--- config.mk ---
export PLATFORM = sky130hd
export DESIGN_NAME = regfile_dump
export DESIGN_NICKNAME = d
export VERILOG_FILES = /design/src/rtl/regfile_dump.sv
export SDC_FILE = /design/constraint.sdc
export NUM_CORES = 1
export LEC_CHECK = 0
export ABC_AREA = 1
export CORE_ASPECT_RATIO = 1.1
export CORE_MARGIN = 5
export CORE_UTILIZATION = 50
export DETAILED_ROUTE_END_ITERATION = 12
export PLACE_DENSITY = 0.95
export SLEW_MARGIN = 20
export SYNTH_ARGS = -nofsm -noshare
export SYNTH_HDL_FRONTEND = slang
export SYNTH_SLANG_ARGS = --single-unit
--- constraint.sdc ---
create_clock -name clk -period 2.7 [get_ports clk]
set_clock_uncertainty 0.1 [all_clocks]
set_input_delay 0.405 -clock clk [delete_from_list [all_inputs] [get_ports clk]]
set_output_delay 0.405 -clock clk [all_outputs]
set_load 0.005 [all_outputs]
--- src/rtl/regfile_dump.sv ---
// regfile_dump: debug read-out engine for a 16 x 16-bit register file.
// Walks an inclusive, wrapping address range through one borrowed read
// port and streams every register as two bytes over a valid/ready channel.
module regfile_dump #(
    parameter bit MSB_FIRST = 1'b1
) (
    input  logic        clk,
    input  logic        rst_n,
    input  logic        start,
    input  logic [3:0]  first_addr,
    input  logic [3:0]  last_addr,
    output logic        bus_req,
    input  logic        bus_gnt,
    output logic [3:0]  rdAddr,
    input  logic [15:0] rdData,
    output logic        out_valid,
    input  logic        out_ready,
    output logic [7:0]  out_byte,
    output logic        out_last,
    output logic        busy,
    output logic        done
);

    typedef enum logic [2:0] {
        S_IDLE,
        S_REQ,
        S_SEND_A,
        S_SEND_B,
        S_DONE
    } state_t;

    state_t      state_q;
    state_t      state_d;
    logic [3:0]  cur_q;
    logic [3:0]  last_q;
    logic [15:0] data_q;
    logic        at_last;
    logic        handshake;

    assign at_last   = (cur_q == last_q);
    assign handshake = out_valid & out_ready;
    assign rdAddr    = cur_q;

    // State register.
    always_ff @(posedge clk or negedge rst_n) begin
        if (!rst_n) begin
            state_q <= S_IDLE;
        end else begin
            state_q <= state_d;
        end
    end

    // Next-state logic; start is only looked at in IDLE, grant only in REQ.
    always_comb begin
        state_d = state_q;
        unique case (state_q)
            S_IDLE: begin
                if (start) begin
                    state_d = S_REQ;
                end
            end
            S_REQ: begin
                if (bus_gnt) begin
                    state_d = S_SEND_A;
                end
            end
            S_SEND_A: begin
                if (handshake) begin
                    state_d = S_SEND_B;
                end
            end
            S_SEND_B: begin
                if (handshake) begin
                    state_d = at_last ? S_DONE : S_REQ;
                end
            end
            S_DONE: begin
                state_d = S_IDLE;
            end
            default: begin
                state_d = S_IDLE;
            end
        endcase
    end

    // Range capture, address advance and read-data snapshot.
    always_ff @(posedge clk or negedge rst_n) begin
        if (!rst_n) begin
            cur_q  <= '0;
            last_q <= '0;
            data_q <= '0;
        end else begin
            if (state_q == S_IDLE && start) begin
                cur_q  <= first_addr;
                last_q <= last_addr;
            end
            if (state_q == S_REQ && bus_gnt) begin
                data_q <= rdData;
            end
            // 4-bit add wraps 15 -> 0, which gives the wrapping range for free.
            if (state_q == S_SEND_B && handshake && !at_last) begin
                cur_q <= cur_q + 4'd1;
            end
        end
    end

    // Outputs decoded from state and held registers only (no ready -> valid path).
    always_comb begin
        bus_req   = 1'b0;
        out_valid = 1'b0;
        out_byte  = '0;
        out_last  = 1'b0;
        busy      = 1'b0;
        done      = 1'b0;
        unique case (state_q)
            S_REQ: begin
                bus_req = 1'b1;
                busy    = 1'b1;
            end
            S_SEND_A: begin
                busy      = 1'b1;
                out_valid = 1'b1;
                out_byte  = MSB_FIRST ? data_q[15:8] : data_q[7:0];
            end
            S_SEND_B: begin
                busy      = 1'b1;
                out_valid = 1'b1;
                out_byte  = MSB_FIRST ? data_q[7:0] : data_q[15:8];
                out_last  = at_last;
            end
            S_DONE: begin
                done = 1'b1;
            end
            default: begin
                busy = 1'b0;
            end
        endcase
    end

endmodule

==> impl_metrics.csv <==
group,metric,value,unit
setup_path,worstPathArrival,1950,ps
yosys,yosysTopAreaCellShare,45.15,%
place,port_buffers,45,
run_status,status,"complete, no violations",
grt,grt_pass1_wl,6051,um
timing,fin_crit,2458,ps
place,place_worst_setup_slack,536.1,ps
setup_path,crit_path_start,"state_q[2]$_DFFE_PN0P_",
timing,fin_ws,242.2,ps
cts,path_clk_slew,140,ps
timing,tns,0,ps
cells_and_area,drive_gt1_share,9.129,%
detailed_routing,viasPerCell,5.252,
setup_path,cp.required,2190,ps
floorplan,die_x,62.16,um
yosys,yosys.area.top_type,"dfrtp_1",
job,maxCapViolCount,0,
cts,postCtsSetupBuffers,0,
cts,cts_buffers,3,
yosys,synth_nets,227,
detailed_routing,dr_total_vias,1439,
timing,fmax,406.9,MHz
setup_path,crit_path_start_kind,"flop",
grt,globalRouteMet2Util,33.16,%
yosys,avgSynthCellArea,7.596,um^2
grt,grt_max_degree,28,
yosys,synth_seq_cells,27,
yosys,synthDistinctLibCells,27,
timing,finalHoldWorstSlack,320.9,ps
setup_path,cpMaxStageDelayCell,"clkdlybuf4s50_1",
floorplan,design.core.area,2828,um^2
cells_and_area,antenna_cells,0,
floorplan,io_pins,46,
grt,grtUsageMet1,21.11,%
setup_path,crit_fanout,11,
detailed_routing,drt-initial-drc-count,96,
yosys,synthTopCellsByArea,"dfrtp_1 45%, nand2_1 19%, nand3_1 13%",
yosys,ys_warn_count,0,
hold_path,hold_path_class,"in2async",
power_and_ir_drop,cellPowerDensity,1049,nW/um^2
cts,ctsHoldBuffers,0,
yosys,synth.top_cells.by_count,"77 x nand2_1, 40 x nand3_1, 27 x dfrtp_1",
setup_path,rr_startpoint,"state_q[2]$_DFFE_PN0P_",
floorplan,row_count,20,
grt,antenna_found_initial,0,
yosys,synth_enable_flop_cells,0,
floorplan,die_y,67.38,um
grt,grtUsageTotal,17.95,%
setup_path,crit_path_end,"out_last",
cts,cts.path.max_buffers,2,
timing,slew_violations,0,
cts,insertion_delay,330,ps
timing,tightest_slew,474.1,ps
setup_path,path_cells,"nor2_4, nand2_4, nor2_1, clkdlybuf4s50_1",
grt,grtUsageMet3,2.995,%
floorplan,dieArea,4188,um^2
detailed_routing,ant_nets,0,
power_and_ir_drop,p_leak,1.017,nW
cts,cts_tree,"done",
timing,hold_viol,0,
cts,root_buffer,"clkbuf_4",
grt,grt_pass1_vias,1390,
setup_path,r2r_end,"data_q[14]$_DFFE_PN0P_",
yosys,async_reset_ff_share,100.0,%
detailed_routing,wl_per_cell,13.34,um
timing,setup_viol,0,
yosys,ys.flop_type,"dfrtp_1",
timing,timing.slew.headroom,68.39,%
setup_path,slowest_delay,520,ps
grt,gr-total-overflow,0,
place,gp_congestion,0.8436,
cells_and_area,fin_nets,272,
detailed_routing,wirelength,3656,um
grt,grt_busiest_layer,"met2",
yosys,seq_area_frac_synth,45.15,%
timing,rsz0062_at_grt,"false",
cts,clock_sinks,27,
place,dpl.hpwl,2820,um
detailed_routing,drt_first_pass_iters,5,
setup_path,endpoint_kind,"primary output",
detailed_routing,route.detailed.drc,0,
cts,cts_resized,0,
setup_path,reg2reg_slack,880,ps
power_and_ir_drop,ir_drop,0.0007266,V
cells_and_area,n_fill_cell,219,
yosys,synth_area,1496,um^2
setup_path,reg2reg_depth,7,
cells_and_area,synthToLayoutAreaGrowth,32.86,%
floorplan,initial_utilization,52.92,%
timing,final.period_utilization,91.03,%
yosys,yosysMostFrequentCell,"nand2_1",
yosys,netlist_instances,197,
setup_path,critPathKind,"reg2out",
cts,htreeDepth,1,
worst min-delay path by stage:
stage	end	slack, ps	depth (start not counted)
2_1_floorplan	data_q[0]$_DFFE_PN0P_	9	0
3_3_place_gp	data_q[2]$_DFFE_PN0P_	360	2
3_5_place_dp	data_q[9]$_DFFE_PN0P_	360	2
4_1_cts	data_q[6]$_DFFE_PN0P_	340	2
5_1_grt	data_q[6]$_DFFE_PN0P_	370	2
6_report	data_q[6]$_DFFE_PN0P_	320	2
sequential cells by signal, indices dropped and copies added, names as in the netlist:
signal,flops
state_q,3
data_q,16
last_q,4
rdAddr,4
critical path: cells and delay by family (launching register included):
family	cells	cell delay [ps]
simple gates	3	620
flops	1	490
buf+inv	1	520
report_power, final:
| group | internal, W | switching [W] | leakage [nW] | total [W] |
|---|---|---|---|---|
| combinational | 0.000515 | 0.000624 | 0.669 | 0.00114 |
| clock | 0.0000580 | 0.000120 | 0.0150 | 0.000178 |
| sequential | 0.000594 | 0.000175 | 0.333 | 0.000770 |
| total | 0.00117 | 0.000919 | 1.02 | 0.00209 |
kinds of logic after synthesis:
kind of cell	share of synthesized area, %
AOI/OAI and AO/OA	3.344
xor gates and xnor gates	1.171
adders and majority gates	0.8360
buffers and inverters	7.859
DFF	45.15
and+or+nand+nor	41.64
area by class of cell:
type / instances / area [um^2] / area share [%]
Multi-Input combinational cell: 146 / 708.2 / 35.62
Sequential cell: 27 / 675.6 / 33.98
Timing Repair Buffer: 49 / 480.5 / 24.17
Inverter: 15 / 56.30 / 2.832
Tap cell: 33 / 41.29 / 2.077
Clock buffer: 4 / 26.28 / 1.322
metrics by stage:
stage / instances / total power [W] / utilization, % / instance area [um^2]
finish: 274 / 0.002086 / 70.31 / 1988
global route: 274 / 0.002264 / 70.31 / 1988
CTS: 274 / 0.002081 / 70.13 / 1983
detailed placement: 270 / 0.001913 / 69.20 / 1957
global placement: 270 / 0.001851 / 69.20 / 1957
floorplan: 197 / 0.001475 / - / 1496
placed cells by master (no fill, tap or decap):
cell type	Yosys	final
o21ai_1	1	1
dfrtp_1	27	27
nand3_1	40	40
a21oi_2	1	1
clkbuf_4	0	3
a21oi_1	1	1
o21ai_0	5	5
ha_1	1	1
clkbuf_1	1	1
nor2_1	6	6
clkdlybuf4s50_1	0	45
nor2_8	1	1
nand2_1	77	77
nand2_4	3	3
nand2_2	1	1
inv_2	5	5
a31oi_1	1	1
xor2_1	1	1
xnor2_1	1	1
nand3_2	1	1
buf_4	2	4
nand3b_1	1	1
nor2_4	1	2
nand3b_2	1	1
inv_1	10	10
nor3_1	1	1
layer usage:
metal,part of all wire [%],vias to the layer above
li1,-,714
met2,53,54
met5,0,-
met3,6.3,7
met1,39,664
met4,1.6,0
No activity file was read; power rests on OpenSTA's default activity.
